==> config.mk <==
export PLATFORM = sky130hd
export DESIGN_NAME = ws2812b_multi_driver
export DESIGN_NICKNAME = d
export VERILOG_FILES = /design/src/rtl/ws2812b_multi_driver_pkg.sv /design/src/rtl/ws2812b_multi_driver_bit_encoder.sv /design/src/rtl/ws2812b_multi_driver.sv
export SDC_FILE = /design/constraint.sdc
export NUM_CORES = 1
export LEC_CHECK = 0
export ABC_CLOCK_PERIOD_IN_PS = 4640
export BUFFER_PORTS_ARGS = -buffer_cell sky130_fd_sc_hd__buf_2
export CAP_MARGIN = 15
export CORE_MARGIN = 2
export CORE_UTILIZATION = 60
export DETAILED_ROUTE_END_ITERATION = 7
export PLACE_DENSITY_LB_ADDON = 0.25
export REMOVE_ABC_BUFFERS = 1
export SETUP_SLACK_MARGIN = 0.2
export SKIP_LAST_GASP = 1
export SLEW_MARGIN = 20
export SYNTH_ARGS = -nofsm -noshare
export SYNTH_HDL_FRONTEND = slang
export SYNTH_SLANG_ARGS = --single-unit
==> constraint.sdc <==
create_clock -name clk -period 4.64 [get_ports clk]
set_input_delay 0.232 -clock clk [delete_from_list [all_inputs] [get_ports clk]]
set_output_delay 0.232 -clock clk [all_outputs]
set_load 0.01 [all_outputs]
==> src/rtl/ws2812b_multi_driver_pkg.sv <==
// Shared definitions for the WS2812B multi-channel driver: register map,
// CTRL bit positions, FSM state types and pulse-timing derivation.
package ws2812b_multi_driver_pkg;

    localparam logic [3:0] ADDR_CTRL = 4'h0;
    localparam logic [3:0] ADDR_R    = 4'h1;
    localparam logic [3:0] ADDR_G    = 4'h2;
    localparam logic [3:0] ADDR_B    = 4'h3;
    localparam logic [3:0] ADDR_LEN  = 4'h4;
    localparam logic [3:0] ADDR_MASK = 4'h5;
    localparam logic [3:0] ADDR_DR   = 4'h6;
    localparam logic [3:0] ADDR_DG   = 4'h7;
    localparam logic [3:0] ADDR_DB   = 4'h8;

    localparam int CTRL_LATCH = 7;
    localparam int CTRL_CLEAR = 6;
    localparam int CTRL_GRAD  = 5;

    typedef enum logic [1:0] {ST_IDLE, ST_LOAD, ST_SEND, ST_LATCH} drv_state_t;
    typedef enum logic [1:0] {ENC_IDLE, ENC_BIT, ENC_LATCH} enc_state_t;

    // 1.25 us bit period, 0.4 us / 0.8 us high times, expressed in clocks
    function automatic int tbit_cycles(input int mhz);
        return mhz * 5 / 4;
    endfunction

    function automatic int t0h_cycles(input int mhz);
        return mhz * 2 / 5;
    endfunction

    function automatic int t1h_cycles(input int mhz);
        return mhz * 4 / 5;
    endfunction

    function automatic int latch_cycles(input int mhz, input int us);
        return us * mhz;
    endfunction

endpackage

==> src/rtl/ws2812b_multi_driver_bit_encoder.sv <==
// Serialises one 24-bit pixel MSB first, or holds the line low for the latch
// period; ready doubles as "accept next item" so pixels chain with no gap.
module ws2812b_bit_encoder
    import ws2812b_multi_driver_pkg::*;
#(
    parameter int CLOCK_MHZ = 64,
    parameter int LATCH_US  = 80
) (
    input  logic        clk,
    input  logic        rst,
    input  logic [23:0] pixel,
    input  logic        valid,
    input  logic        latch_req,
    output logic        ready,
    output logic        line
);

    localparam int TBIT      = tbit_cycles(CLOCK_MHZ);
    localparam int T0H       = t0h_cycles(CLOCK_MHZ);
    localparam int T1H       = t1h_cycles(CLOCK_MHZ);
    localparam int LATCH_CYC = latch_cycles(CLOCK_MHZ, LATCH_US);
    localparam int CNT_W     = $clog2(LATCH_CYC + 1);

    localparam logic [CNT_W-1:0] TBIT_LAST  = CNT_W'(TBIT - 1);
    localparam logic [CNT_W-1:0] T0H_C      = CNT_W'(T0H);
    localparam logic [CNT_W-1:0] T1H_C      = CNT_W'(T1H);
    localparam logic [CNT_W-1:0] LATCH_LAST = CNT_W'(LATCH_CYC - 1);

    enc_state_t       state, state_next;
    logic [CNT_W-1:0] cnt;
    logic [4:0]       bit_idx;
    logic [23:0]      shift;
    logic             bit_last, latch_last, take_pix, take_latch;

    always_comb begin
        bit_last   = (state == ENC_BIT) && (cnt == TBIT_LAST) && (bit_idx == 5'd0);
        latch_last = (state == ENC_LATCH) && (cnt == LATCH_LAST);
        ready      = (state == ENC_IDLE) || bit_last || latch_last;
        take_pix   = ready && valid;
        take_latch = ready && !valid && latch_req;
        state_next = state;
        if (take_pix)
            state_next = ENC_BIT;
        else if (take_latch)
            state_next = ENC_LATCH;
        else if (ready)
            state_next = ENC_IDLE;
        line = (state == ENC_BIT) && (cnt < (shift[23] ? T1H_C : T0H_C));
    end

    always_ff @(posedge clk) begin
        if (rst) begin
            state   <= ENC_IDLE;
            cnt     <= '0;
            bit_idx <= '0;
            shift   <= '0;
        end else begin
            state <= state_next;
            if (take_pix) begin
                shift   <= pixel;
                bit_idx <= 5'd23;
                cnt     <= '0;
            end else if (take_latch) begin
                cnt <= '0;
            end else if (state == ENC_BIT) begin
                if (cnt == TBIT_LAST) begin
                    cnt     <= '0;
                    bit_idx <= bit_idx - 5'd1;
                    shift   <= {shift[22:0], 1'b0};
                end else begin
                    cnt <= cnt + 1'b1;
                end
            end else if (state == ENC_LATCH) begin
                cnt <= cnt + 1'b1;
            end
        end
    end

endmodule

==> src/rtl/ws2812b_multi_driver.sv <==
// TinyQV peripheral driving up to NUM_CHANNELS WS2812B strips from one encoder:
// register file, LED counter, gradient accumulator, mask fan-out and frame FSM.
module ws2812b_multi_driver
    import ws2812b_multi_driver_pkg::*;
#(
    parameter int CLOCK_MHZ    = 64,
    parameter int NUM_CHANNELS = 4,
    parameter int LEN_W        = 8,
    parameter int LATCH_US     = 80
) (
    input  logic       clk,
    input  logic       rst,
    input  logic [7:0] ui_in,
    output logic [7:0] uo_out,
    input  logic [3:0] address,
    input  logic       data_write,
    input  logic [7:0] data_in,
    output logic [7:0] data_out
);

    drv_state_t              state, state_next;
    logic [7:0]              reg_r, reg_g, reg_b, reg_dr, reg_dg, reg_db;
    logic [LEN_W-1:0]        reg_len, led_cnt;
    logic [NUM_CHANNELS-1:0] reg_mask, mask_q;
    logic [7:0]              work_r, work_g, work_b;
    logic                    latch_q, clear_q, grad_q;
    logic                    ready_int, wr_en, start;
    logic                    valid, latch_req, enc_ready, enc_line;
    logic [23:0]             pixel;
    logic                    unused_inputs;

    assign unused_inputs = ^ui_in;
    assign ready_int     = (state == ST_IDLE);
    assign wr_en         = data_write && ready_int;
    // A CTRL write with nothing to send and no latch leaves the block idle
    assign start = wr_en && (address == ADDR_CTRL) &&
                   ((reg_len != '0) || data_in[CTRL_LATCH]);
    assign pixel = clear_q ? 24'h0 : {work_g, work_r, work_b};

    always_comb begin
        state_next = state;
        valid      = 1'b0;
        latch_req  = 1'b0;
        case (state)
            ST_IDLE: if (start) state_next = ST_LOAD;
            ST_LOAD, ST_SEND: begin
                valid     = (led_cnt != '0);
                latch_req = (led_cnt == '0) && latch_q;
                if (enc_ready) begin
                    if (led_cnt != '0)
                        state_next = ST_SEND;
                    else if (latch_q)
                        state_next = ST_LATCH;
                    else
                        state_next = ST_IDLE;
                end
            end
            ST_LATCH: if (enc_ready) state_next = ST_IDLE;
            default:  state_next = ST_IDLE;
        endcase
    end

    always_ff @(posedge clk) begin
        if (rst)
            state <= ST_IDLE;
        else
            state <= state_next;
    end

    always_ff @(posedge clk) begin
        if (rst) begin
            reg_r    <= 8'h20;
            reg_g    <= '0;
            reg_b    <= '0;
            reg_dr   <= '0;
            reg_dg   <= '0;
            reg_db   <= '0;
            reg_len  <= '0;
            reg_mask <= NUM_CHANNELS'(1);
            work_r   <= '0;
            work_g   <= '0;
            work_b   <= '0;
            led_cnt  <= '0;
            mask_q   <= '0;
            latch_q  <= 1'b0;
            clear_q  <= 1'b0;
            grad_q   <= 1'b0;
        end else begin
            if (wr_en) begin
                case (address)
                    ADDR_R:    reg_r    <= data_in;
                    ADDR_G:    reg_g    <= data_in;
                    ADDR_B:    reg_b    <= data_in;
                    ADDR_LEN:  reg_len  <= LEN_W'(data_in);
                    ADDR_MASK: reg_mask <= data_in[NUM_CHANNELS-1:0];
                    ADDR_DR:   reg_dr   <= data_in;
                    ADDR_DG:   reg_dg   <= data_in;
                    ADDR_DB:   reg_db   <= data_in;
                    default:   ;
                endcase
            end
            if (start) begin
                work_r  <= reg_r;
                work_g  <= reg_g;
                work_b  <= reg_b;
                led_cnt <= reg_len;
                mask_q  <= reg_mask;
                latch_q <= data_in[CTRL_LATCH];
                clear_q <= data_in[CTRL_CLEAR];
                grad_q  <= data_in[CTRL_GRAD];
            end else if (valid && enc_ready) begin
                // Step lands as the pixel is taken, so the next LED sees it
                led_cnt <= led_cnt - 1'b1;
                if (grad_q) begin
                    work_r <= work_r + reg_dr;
                    work_g <= work_g + reg_dg;
                    work_b <= work_b + reg_db;
                end
            end
        end
    end

    ws2812b_bit_encoder #(
        .CLOCK_MHZ(CLOCK_MHZ),
        .LATCH_US (LATCH_US)
    ) u_encoder (
        .clk      (clk),
        .rst      (rst),
        .pixel    (pixel),
        .valid    (valid),
        .latch_req(latch_req),
        .ready    (enc_ready),
        .line     (enc_line)
    );

    always_comb begin
        uo_out = '0;
        uo_out[1 +: NUM_CHANNELS] = mask_q & {NUM_CHANNELS{enc_line}};
    end

    always_comb begin
        data_out = '0;
        case (address)
            ADDR_CTRL: data_out = {6'b0, ~ready_int, ready_int};
            ADDR_R:    data_out = reg_r;
            ADDR_G:    data_out = reg_g;
            ADDR_B:    data_out = reg_b;
            ADDR_LEN:  data_out = 8'(reg_len);
            ADDR_MASK: data_out = 8'(reg_mask);
            ADDR_DR:   data_out = reg_dr;
            ADDR_DG:   data_out = reg_dg;
            ADDR_DB:   data_out = reg_db;
            default:   data_out = '0;
        endcase
    end

endmodule

==> out/summary.txt, run 1 <==
======================================================================================
Part of the Yosys area used for sequential elements .....................       37.11%
Synthesis Warnings ......................................................            0
Initial antenna violation count .........................................            0
Filler instances ........................................................         1008
Row count ...............................................................           41
Portion of total power attributed to the clock network ..................        47.5%
Hold violation count in the final report ................................            0
Largest registers ....................................................... u_encoder.shift (24), u_encoder.cnt (13)
Max capacitance violation total .........................................            0
Portion of synthesized cell area occupied by the leading cell type ......       37.11%
Total Routing Usage GR ..................................................       31.74%
Port Buffer Count .......................................................           26
Critical path data required time ........................................      4.95 ns
Overall via count from detail_route .....................................         6882
FF-to-FF path depth .....................................................            8
Initial Util ............................................................       61.74%
Clock tree from TritonCTS ...............................................         done
Rel. slew slack .........................................................       25.74%
Mean cell area of the mapped netlist ....................................    8.615 um2
Post-CTS setup-driven buffer insertion count ............................            0
Hold WC Path Type ....................................................... input port to flip-flop
Worst endpoint data arrival time ........................................      3.64 ns
Adder and majority cell fraction of the synthesized area ................       6.206%
Largest net degree at the start of global routing .......................           67
P_sw ....................................................................     729.3 uW
Root buffer selected by CTS .............................................    clkbuf_16
Total power after layout ................................................      2948 uW
Cell types occupying the most area after synthesis ...................... dfxtp_1 (37%), mux2i_1 (9.7%), ha_1 (5.4%), nor2_1 (5.1%), a21oi_1 (4.9%)
Final ANT Viol Nets .....................................................            0
Most instantiated flip-flop cell in the synthesis netlist ...............      dfxtp_1
Final routed wirelength across all metal layers .........................     21.64 mm
Minimum clock period ....................................................     3.332 ns
Iteration-0 DRC count of the detailed router ............................          719
Synthesized instance count ..............................................          908
Number of antenna diodes ................................................            0
Reg-to-reg slack, setup .................................................      1.31 ns
Clock buffers created by TritonCTS ......................................           17
Kind of launch point of the worst setup path ............................    flip-flop
Xor/xnor share of the synthesized area ..................................       3.919%
Cell types with the highest counts after synthesis ...................... dfxtp_1 (145), nor2_1 (107), nand2_1 (101)
Die area ................................................................    13970 um2
Combinational family with the most area after synthesis ................. simple AND/OR/NAND/NOR gates
Worst R2R End ........................................................... work_b[7]$_SDFFE_PP0P_
Most frequent cell after synthesis ......................................      dfxtp_1
Max-slew violation total from the final report ..........................            0
Simple logic cell fraction of the synthesized area ......................       19.96%
RSZ-0062 raised after global routing ....................................           no
Insertion delay of the later-clocked pin in the worst-skew pair .........      0.43 ns
Number of global-route vias before repair ...............................         6561
Flip-flop and latch count after synthesis ...............................          145
Design internal power ...................................................      2219 uW
Post-synthesis cell type with the largest combined area .................      dfxtp_1
Worst-case clock skew ...................................................  0.009249 ns
Fin crit share ..........................................................       71.81%
Fraction of registers with async set/reset ..............................           0%
Post-synthesis instance area ............................................     7823 um2
Core footprint ..........................................................    12670 um2
EDFF count, synth .......................................................            0
Wire length of the first global-routing pass ............................     34.83 mm
Pwr per Cell Area ....................................................... 346.2 nW/um2
Relative contribution of sequential cells to total power ................        44.4%
Category of the most critical setup path ................................ flip-flop to flip-flop
Flip-flop count of the largest register after layout ....................           24
Max H-tree Level ........................................................            4
Hold endpoint ........................................................... grad_q$_SDFFE_PP0P_
Final #Nets .............................................................          957
Post-CTS resize count ...................................................            0
Ports ...................................................................           39
Pin slew with the least headroom to its limit ...........................     1.111 ns
Worst-path clk slew .....................................................      0.06 ns
Weighted congestion reported at the end of routability-driven placement .       0.9795
Hold Crit Start .........................................................   data_in[5]
Detailed Place HPWL .....................................................     14.95 mm
Switching share of power ................................................       24.74%
TritonRoute pass-1 iters ................................................            5
Overflow left after global routing ......................................            0
Hold Crit Depth .........................................................            3
Setup total negative slack ..............................................         0 ns
Avg Vias per Cell .......................................................        6.360
Count of hold-fix buffers inserted at cts ...............................            0
X dimension of the die ..................................................     118.2 um
Register with the highest flop count .................................... u_encoder.shift
Per-cell routed wire length .............................................     20.00 um
Final cell utilization of the core ......................................       67.21%
Leak ....................................................................  0.003121 uW
Share of cell area taken by muxes after synthesis .......................       11.88%
Maximum vdd ir drop .....................................................    0.2816 mV
Share of layout cells above drive strength 1 ............................       9.560%
Post-route worst hold slack .............................................    0.1632 ns
Part of the power in combinational logic ................................         8.1%
# DRC ...................................................................            0
Die Y-Extent ............................................................     118.2 um
Maximum clock rate ......................................................    300.1 MHz
# clock sinks ...........................................................          145
Area growth from synthesis to final layout ..............................       8.861%
Post-synthesis compound-gate area fraction ..............................       15.77%
Top fanout value on the critical path ...................................           21
Capturing element type of the critical path .............................    flip-flop
Largest buffer count on any clock path ..................................            2
Outcome ................................................................. finished clean
Worst reg2reg path startpoint ........................................... state[0]$_SDFFE_PP0P_
Setup violation total in the final timing report ........................            0
Count of different cell masters after synthesis .........................           67
======================================================================================
-- power by group through the flow --
stage               registers [uW]  logic, uW  clock network [uW]
floorplan                     1320        148                   0
global placement              1330        225                   0
detailed placement            1330        232                   0
CTS                           1310        234                1410
global route                  1310        262                1470
finish                        1310        238                1400
-- final cells by class --
| class | instances | area (um2) | share of cell area, % |
|---|---|---|---|
| inverters | 28 | 105.1 | 1.234 |
| repair buffers | 29 | 155.1 | 1.822 |
| well taps | 172 | 215.2 | 2.527 |
| flip-flops and latches | 145 | 2903 | 34.09 |
| multi-input cells | 676 | 4532 | 53.22 |
| clock inverters | 13 | 162.7 | 1.910 |
| clock buffers | 19 | 442.9 | 5.201 |
-- per-layer routing --
layer / routed length (um) / track usage (%) / part of all wire, % / vias to the layer above
li1: - / - / - / 3207
met1: 8780 / 40.79 / 41 / 3296
met2: 10350 / 51.12 / 48 / 323
met3: 1671 / 6.322 / 7.7 / 56
met4: 840 / 15.21 / 3.9 / 0
met5: 0 / 0 / 0 / -
-- worst max-delay path, stage by stage (launching register included) --
cell	delay, ns
dfxtp_1	0.33
inv_1	0.06
ha_1	0.33
and4bb_2	0.61
and2_1	0.25
nand2_1	0.42
nand2_1	0.68
nor4_1	0.14
or3_1	0.37
-- worst max-delay path by stage --
| stage | startpoint | endpoint | slack [ns] | cells past startpoint |
|---|---|---|---|---|
| 3_3_place_gp | state[0]$_SDFFE_PP0P_ | work_r[7]$_SDFFE_PP0P_ | 1.49 | 8 |
| 6_report | state[0]$_SDFFE_PP0P_ | work_b[7]$_SDFFE_PP0P_ | 1.31 | 8 |
| 2_1_floorplan | state[1]$_SDFFE_PP0P_ | work_r[7]$_SDFFE_PP0P_ | 1.80 | 8 |
| 4_1_cts | state[0]$_SDFFE_PP0P_ | work_b[7]$_SDFFE_PP0P_ | 1.44 | 8 |
| 5_1_grt | state[0]$_SDFFE_PP0P_ | work_g[7]$_SDFFE_PP0P_ | 1.13 | 8 |
| 3_5_place_dp | state[0]$_SDFFE_PP0P_ | work_r[7]$_SDFFE_PP0P_ | 1.46 | 8 |
-- cells by family (layout without fill, tap and decap cells) --
kind of cell,after synthesis,in the layout
and+or+nand+nor,327,327
AOI/OAI and AO/OA,187,187
DFF,145,145
buffers and inverters,90,89
muxes,86,86
adders and majority gates,37,37
xor gates and xnor gates,35,35
other,1,4
-- cells in the final DEF, fill, tap and decap left out, drive strengths merged, types with 27 or more instances in the layout --
| cell | synthesis | layout |
|---|---|---|
| nand2 | 101 | 101 |
| ha | 34 | 34 |
| nand3 | 35 | 35 |
| a21oi | 78 | 78 |
| a211oi | 27 | 27 |
| mux2i | 76 | 76 |
| nor2 | 110 | 110 |
| buf | 17 | 29 |
| dfxtp | 145 | 145 |
| inv | 28 | 28 |
-- metrics by stage --
step | cells | area [um2] | worst slack (ns)
after CTS | 1082 | 8516 | 1.435
after floorplan | 849 | 7540 | 1.801
after global placement | 1050 | 7910 | 1.487
after global routing | 1082 | 8516 | 1.126
after detailed placement | 1050 | 7910 | 1.461
final | 1082 | 8516 | 1.308
(Power assumes the default switching activity.)
==> inputs of run 2 (changes only) <==
ABC_AREA = 1   (was unset)
ABC_CLOCK_PERIOD_IN_PS = 3190   (was 4640)
clock period = 3.19 ns   (was 4.64 ns; I/O delays follow)
==> run 2 against run 1 <==
Against the previous run: register-to-register slack worse by 0.59 ns; clock skew up 0.0031 ns; synthesized area up 6.1%; utilization down 0.082 points; sequential share of layout area down 1.8 points; worst setup slack worse by 0.59 ns.
==> out/summary.txt, run 2 <==
======================================================================================
Critical path data required time ........................................      3.52 ns   -1.43 ns
EDFF count, synth .......................................................            0   unchanged
Instance count after placement with tap cells included ..................         1402   +34%
Final cell utilization of the core ......................................       67.12%   -0.082 points
Post-synthesis cell type with the largest combined area .................      dfxtp_1
Wire length of the first global-routing pass ............................     35.30 mm   +1.3%
Worst endpoint data arrival time ........................................      2.80 ns   -0.84 ns
Most common library cell in the layout ignoring fill and taps ...........      nand2_1
Hold endpoint ........................................................... reg_dg[3]$_SDFFE_PP0P_
Largest buffer count on any clock path ..................................            2   unchanged
Worst R2R End ........................................................... work_b[2]$_SDFFE_PP0P_
Portion of synthesized cell area occupied by the leading cell type ......       34.98%   -2.1 points
Number of global-route vias before repair ...............................         7154   +9.0%
Detailed Place HPWL .....................................................     14.94 mm   about the same
Rel. slew slack .........................................................       40.91%   +15 points
Design internal power ...................................................      3236 uW   +46%
Part of the Yosys area used for sequential elements .....................       34.98%   -2.1 points
Root buffer selected by CTS .............................................    clkbuf_16
Count of different cell masters after synthesis .........................           41   -39%
Part of the power in combinational logic ................................        14.3%   +6.2 points
Post-CTS setup-driven buffer insertion count ............................            0   unchanged
Final ANT Viol Nets .....................................................            0   unchanged
Hold violation count in the final report ................................            0   unchanged
Reg-to-reg slack, setup .................................................      0.72 ns   -0.59 ns
Final routed wirelength across all metal layers .........................     21.40 mm   -1.1%
Worst reg2reg path startpoint ........................................... u_encoder.state[1]$_SDFFE_PP0P_
Total Routing Usage GR ..................................................       30.25%   -1.5 points
Max-slew violation total from the final report ..........................            0   unchanged
Port Buffer Count .......................................................           26   unchanged
Maximum vdd ir drop .....................................................    0.3915 mV   +39%
Insertion delay of the later-clocked pin in the worst-skew pair .........      0.44 ns   about the same
Relative contribution of sequential cells to total power ................        43.0%   -1.4 points
Clock buffers created by TritonCTS ......................................           17   unchanged
Setup violation total in the final timing report ........................            0   unchanged
X dimension of the die ..................................................     121.6 um   +2.9%
Category of the most critical setup path ................................ flip-flop to flip-flop
Weighted congestion reported at the end of routability-driven placement .       0.9891   +0.98%
Switching share of power ................................................       28.18%   +3.4 points
Outcome ................................................................. finished clean
Largest net degree at the start of global routing .......................           73   +9.0%
Initial antenna violation count .........................................            0   unchanged
Synthesized instance count ..............................................         1251   +38%
Die area ................................................................    14790 um2   +5.9%
Core footprint ..........................................................    13400 um2   +5.8%
Iteration-0 DRC count of the detailed router ............................          834   +16%
Avg Vias per Cell .......................................................        5.571   -12%
Max capacitance violation total .........................................            0   unchanged
# DRC ...................................................................            0   unchanged
Top fanout value on the critical path ...................................           18   -14%
Pwr per Cell Area ....................................................... 500.9 nW/um2   +45%
Maximum clock rate ......................................................    404.2 MHz   +35%
Ports ...................................................................           39   unchanged
Largest registers ....................................................... u_encoder.shift (24), u_encoder.cnt (13)
Hold Crit Start .........................................................   data_in[3]
Filler instances ........................................................         1215   +21%
Non-filler instance count after layout ..................................         1434   +33%
Flip-flop count of the largest register after layout ....................           24   unchanged
Row count ...............................................................           42   +2.4%
# clock sinks ...........................................................          145   unchanged
Number of antenna diodes ................................................            0   unchanged
Worst-case clock skew ...................................................   0.01239 ns   +0.003144 ns
Register with the highest flop count .................................... u_encoder.shift
Portion of total power attributed to the clock network ..................        42.7%   -4.8 points
Count of hold-fix buffers inserted at cts ...............................            0   unchanged
Cell types occupying the most area after synthesis ...................... dfxtp_1 (35%), nand2_1 (12%), inv_1 (7.5%), a21oi_1 (7.1%), nand3_1 (6.5%)
Synthesis Warnings ......................................................            0   unchanged
Clock tree from TritonCTS ...............................................         done
Hold WC Path Type ....................................................... input port to flip-flop
Most frequent cell after synthesis ......................................      nand2_1
Die Y-Extent ............................................................     121.6 um   +2.9%
Total power after layout ................................................      4505 uW   +53%
Hold Crit Depth .........................................................            3   unchanged
Overall via count from detail_route .....................................         7989   +16%
Post-synthesis instance area ............................................     8299 um2   +6.1%
Minimum clock period ....................................................     2.474 ns   -0.8576 ns
FF-to-FF path depth .....................................................           14   +6
Max H-tree Level ........................................................            4   unchanged
Flip-flop and latch count after synthesis ...............................          145   unchanged
Most instantiated flip-flop cell in the synthesis netlist ...............      dfxtp_1
Cell types with the highest counts after synthesis ...................... nand2_1 (257), inv_1 (165), dfxtp_1 (145)
Leak ....................................................................  0.004079 uW   +31%
RSZ-0062 raised after global routing ....................................           no
Pin slew with the least headroom to its limit ...........................    0.8852 ns   -0.2262 ns
Share of layout cells above drive strength 1 ............................       6.598%   -3.0 points
Overflow left after global routing ......................................            0   unchanged
Commonest cells after routing, fill and taps aside ...................... nand2_1 (257), inv_1 (164), dfxtp_1 (145)
Final #Nets .............................................................         1305   +36%
Fraction of registers with async set/reset ..............................           0%   unchanged
Initial Util ............................................................       61.93%   +0.20 points
Worst-path clk slew .....................................................      0.07 ns   about the same
Fin crit share ..........................................................       77.56%   +5.8 points
Capturing element type of the critical path .............................    flip-flop
P_sw ....................................................................      1270 uW   +74%
Post-CTS resize count ...................................................            0   unchanged
TritonRoute pass-1 iters ................................................            6   +1
Area growth from synthesis to final layout ..............................       8.382%
Per-cell routed wire length .............................................     14.92 um   -25%
Mean cell area of the mapped netlist ....................................    6.634 um2   -23%
Kind of launch point of the worst setup path ............................    flip-flop
======================================================================================
## run 2: worst max-delay path: stages (launching register included)
cell and delay [ns]:
dfxtp_1 0.33, inv_1 0.08, ha_1 0.21, inv_1 0.07
nor2_1 0.11, nand2_1 0.09, nor2_1 0.12, nand3_2 0.14
nand2_4 0.13, nand2_4 0.17, o21ai_2 0.43, buf_4 0.29
nand2_1 0.08, nand2_1 0.06, nor2_1 0.04
## run 2: layout make-up
class / count / area (um2) / share of cell area [%]
multi-input cells: 876 / 4456 / 49.53
flip-flops and latches: 145 / 2903 / 32.27
inverters: 170 / 638.1 / 7.094
clock buffers: 22 / 464.2 / 5.161
well taps: 176 / 220.2 / 2.448
repair buffers: 35 / 210.2 / 2.337
clock inverters: 10 / 103.9 / 1.155
## run 2: worst max path at each step
stage	from	to	slack, ns	cells past startpoint
floorplan	reg_len[0]$_SDFFE_PP0P_	work_b[0]$_SDFFE_PP0P_	-0.56	7
global placement	u_encoder.state[1]$_SDFFE_PP0P_	work_b[2]$_SDFFE_PP0P_	0.77	14
detailed placement	u_encoder.state[1]$_SDFFE_PP0P_	work_b[2]$_SDFFE_PP0P_	0.73	14
CTS	u_encoder.state[1]$_SDFFE_PP0P_	work_b[2]$_SDFFE_PP0P_	0.72	14
global route	u_encoder.state[1]$_SDFFE_PP0P_	work_b[5]$_SDFFE_PP0P_	0.53	14
finish	u_encoder.state[1]$_SDFFE_PP0P_	work_b[2]$_SDFFE_PP0P_	0.72	14
## run 2: power by group through the flow
stage | registers (uW) | logic (uW) | clock network [uW]
CTS | 1930 | 641 | 1930
detailed placement | 1970 | 633 | 0
global placement | 1970 | 621 | 0
global route | 1940 | 742 | 2020
floorplan | 1960 | 474 | 0
finish | 1940 | 646 | 1920
## run 2: per-stage QoR
step | setup WS, ns | area, um2 | setup TNS (ns) | hold slack, ns
5_1_grt | 0.5258 | 8995 | 0 | 0.09660
4_1_cts | 0.7240 | 8995 | 0 | 0.08772
2_1_floorplan | -0.5606 | 7985 | -14.36 | 0.2286
6_report | 0.7157 | 8995 | 0 | 0.09479
3_3_place_gp | 0.7684 | 8427 | 0 | 0.4532
3_5_place_dp | 0.7274 | 8427 | 0 | 0.4639
## run 2: cell families after synthesis
kind of cell               after synthesis  share of synthesized area [%]
adders and majority gates               37                          5.850
other                                    1                        0.04519
AOI/OAI and AO/OA                      258                          16.37
DFF                                    145                          34.98
xor gates and xnor gates                30                          3.166
buffers and inverters                  233                          11.61
and+or+nand+nor                        547                          27.98
## run 2: routing by layer
metal / track usage [%] / routed length (um)
met4: 10.99 / 601
met5: 0 / 0
met2: 48.21 / 9775
met1: 41.10 / 9562
met3: 5.712 / 1462
==> inputs of run 3 (changes only) <==
ABC_CLOCK_PERIOD_IN_PS = 2500   (was 3190)
clock period = 2.5 ns   (was 3.19 ns; I/O delays follow)
==> run 3 against run 2 <==
Against the previous run: maximum frequency is 17% higher; power is 28% higher; final area is 1.7% higher; sequential share of layout area is 0.53 points lower; via count is 0.64% higher; combinational power is 32% higher; utilization is 1.1 points higher; worst setup slack worse by 0.33 ns; largest cell class unchanged.
==> out/summary.txt, run 3 (synthesis results as in run 2) <==
======================================================================================
Number of antenna diodes ................................................            0   unchanged
Clock tree from TritonCTS ...............................................         done
Non-Filler Cell Area, Final .............................................     9144 um2   +1.7%
FF-to-FF path depth .....................................................           14   unchanged
Total Routing Usage GR ..................................................       30.41%   +0.16 points
Category of the most critical setup path ................................ flip-flop to flip-flop
Overall via count from detail_route .....................................         8040   +0.64%
Outcome ................................................................. finished clean
Register with the highest flop count .................................... u_encoder.shift
# clock sinks ...........................................................          145   unchanged
Post-route worst hold slack .............................................   0.06585 ns   -0.02895 ns
Area occupied by registers ..............................................     2903 um2   unchanged
Ports ...................................................................           39   unchanged
Max-slew violation total from the final report ..........................            0   unchanged
Wire length of the first global-routing pass ............................     35.26 mm   -0.12%
X dimension of the die ..................................................     121.6 um   unchanged
Hold Crit Start .........................................................   data_in[0]
Cell with the biggest individual delay on the critical path .............      dfxtp_1
Placed inst area ........................................................     8529 um2   +1.2%
Detailed Place HPWL .....................................................     15.32 mm   +2.6%
RSZ-0062 raised after global routing ....................................           no
Hold violation count in the final report ................................            0   unchanged
Initial Util ............................................................       61.93%   unchanged
Final ANT Viol Nets .....................................................            0   unchanged
Flip-flop count of the largest register after layout ....................           24   unchanged
Largest net degree at the start of global routing .......................           38   -48%
Weighted congestion reported at the end of routability-driven placement .        1.006   +1.7%
Rel. slew slack .........................................................       53.40%   +12 points
Count of hold-fix buffers inserted at cts ...............................            0   unchanged
Capturing element type of the critical path .............................    flip-flop
Initial antenna violation count .........................................            0   unchanged
Leak ....................................................................  0.004172 uW   +2.3%
Top fanout value on the critical path ...................................            9   -9
Reg-to-reg slack, setup .................................................      0.38 ns   -0.33 ns
Largest stage delay on the critical path ................................      0.32 ns   -0.11 ns
Die area ................................................................    14790 um2   unchanged
Cell Chain, Critical Path ............................................... inv_1, ha_1, inv_1, nor2_1, nand2_1, nor2_1, nand3_2, nand2_4, nand2_2, nand2_8, buf_4, nand3_1, nand2_1, a21oi_1
Final #Nets .............................................................         1320   +1.1%
Number of global-route vias before repair ...............................         7323   +2.4%
Largest buffer count on any clock path ..................................            2   unchanged
Clock buffers created by TritonCTS ......................................           17   unchanged
Setup total negative slack ..............................................         0 ns   unchanged
Overflow left after global routing ......................................            0   unchanged
Max H-tree Level ........................................................            4   unchanged
Largest registers ....................................................... u_encoder.shift (24), u_encoder.cnt (13)
Insertion delay of the later-clocked pin in the worst-skew pair .........      0.43 ns   about the same
Worst R2R End ........................................................... u_encoder.shift[6]$_SDFFE_PP0P_
Pin slew with the least headroom to its limit ...........................    0.6965 ns   -0.1887 ns
Area growth from synthesis to final layout ..............................       10.18%
Filler instances ........................................................         1215   unchanged
Worst-path clk slew .....................................................      0.06 ns   about the same
Row count ...............................................................           42   unchanged
Most common library cell in the layout ignoring fill and taps ...........      nand2_1
Hold WC Path Type ....................................................... input port to flip-flop
Kind of launch point of the worst setup path ............................    flip-flop
Core footprint ..........................................................    13400 um2   unchanged
Die Y-Extent ............................................................     121.6 um   unchanged
Final routed wirelength across all metal layers .........................     21.60 mm   +0.92%
Per-cell routed wire length .............................................     14.91 um   -0.12%
Maximum vdd ir drop .....................................................    0.4806 mV   +23%
Iteration-0 DRC count of the detailed router ............................          786   -5.8%
Setup violation total in the final timing report ........................            0   unchanged
# DRC ...................................................................            0   unchanged
Fin crit share ..........................................................       84.68%   +7.1 points
Hold Crit Depth .........................................................            3   unchanged
Root buffer selected by CTS .............................................    clkbuf_16
Worst reg2reg path startpoint ........................................... u_encoder.state[1]$_SDFFE_PP0P_
Worst endpoint data arrival time ........................................      2.42 ns   -0.38 ns
Pwr per Cell Area ....................................................... 630.9 nW/um2   +26%
Share of layout cells above drive strength 1 ............................       7.777%   +1.2 points
Avg Vias per Cell .......................................................        5.549   -0.40%
Footprint of the multi-input gates ......................................     4483 um2   +0.62%
TritonRoute pass-1 iters ................................................            7   +1
Maximum clock rate ......................................................    472.4 MHz   +17%
Port Buffer Count .......................................................           26   unchanged
Hold endpoint ........................................................... reg_mask[0]$_SDFFE_PP1P_
Minimum clock period ....................................................     2.117 ns   -0.3574 ns
Max capacitance violation total .........................................            0   unchanged
Commonest cells after routing, fill and taps aside ...................... nand2_1 (257), inv_1 (164), dfxtp_1 (145)
Worst-case clock skew ...................................................  0.009155 ns   -0.003238 ns
Critical path data required time ........................................      2.81 ns   -0.71 ns
Total power after layout ................................................      5769 uW   +28%
======================================================================================
[run 3: cell types whose count changed in the layout (fill, tap and decap cells not counted), sizes merged]
cell      delta
buf         +15
clkbuf       -3
inv          +3
clkinv       +1
clkinvlp     -1
[run 3: worst max-delay path: cells and delay by family, from the launching register on]
family | cells | cell delay [ns]
AOI/OAI and AO/OA | 1 | 0.04
DFF | 1 | 0.32
buffers and inverters | 3 | 0.33
and+or+nand+nor | 9 | 1.07
adders and majority gates | 1 | 0.23
[run 3: report_power, final]
part,internal [uW],switching (uW),leakage [uW]
Clock,1390,1070,0.000265
Combinational,303,547,0.00274
Sequential,2410,57.9,0.00117
[run 3: worst max-delay path by stage]
stage                                               start                          endpoint
after floorplan                   reg_len[0]$_SDFFE_PP0P_            work_b[0]$_SDFFE_PP0P_
after global placement    u_encoder.state[1]$_SDFFE_PP0P_   u_encoder.shift[4]$_SDFFE_PP0P_
after detailed placement  u_encoder.state[1]$_SDFFE_PP0P_   u_encoder.shift[8]$_SDFFE_PP0P_
after CTS                 u_encoder.state[1]$_SDFFE_PP0P_   u_encoder.shift[6]$_SDFFE_PP0P_
after global routing      u_encoder.state[1]$_SDFFE_PP0P_  u_encoder.shift[15]$_SDFFE_PP0P_
final                     u_encoder.state[1]$_SDFFE_PP0P_   u_encoder.shift[6]$_SDFFE_PP0P_
[run 3: layout make-up]
cell class	instances	area share, %
multi-input cells	876	49.03
repair buffers	50	3.708
clock inverters	13	1.396
flip-flops and latches	145	31.75
well taps	176	2.408
clock buffers	19	4.735
inverters	170	6.979
[run 3: metrics by stage]
step                util (%)  std cells  setup slack (ns)
global placement       63.65       1414            0.2993
detailed placement     63.65       1414            0.2291
finish                 68.24       1449            0.3831
CTS                    67.83       1446            0.2106
global route           68.24       1449            0.1798
floorplan                  -       1191            -1.251
[run 3: timing repair]
item                       CTS  global route
buffers inserted             0             3
gates resized for setup      0             6
setup endpoints to repair    0            44
[run 3: layer usage]
layer  GRT usage, %  routed length (um)
met1          39.20                9519
met2          48.35                9599
met3          7.772                1719
met4          13.29                 760
met5              0                   0
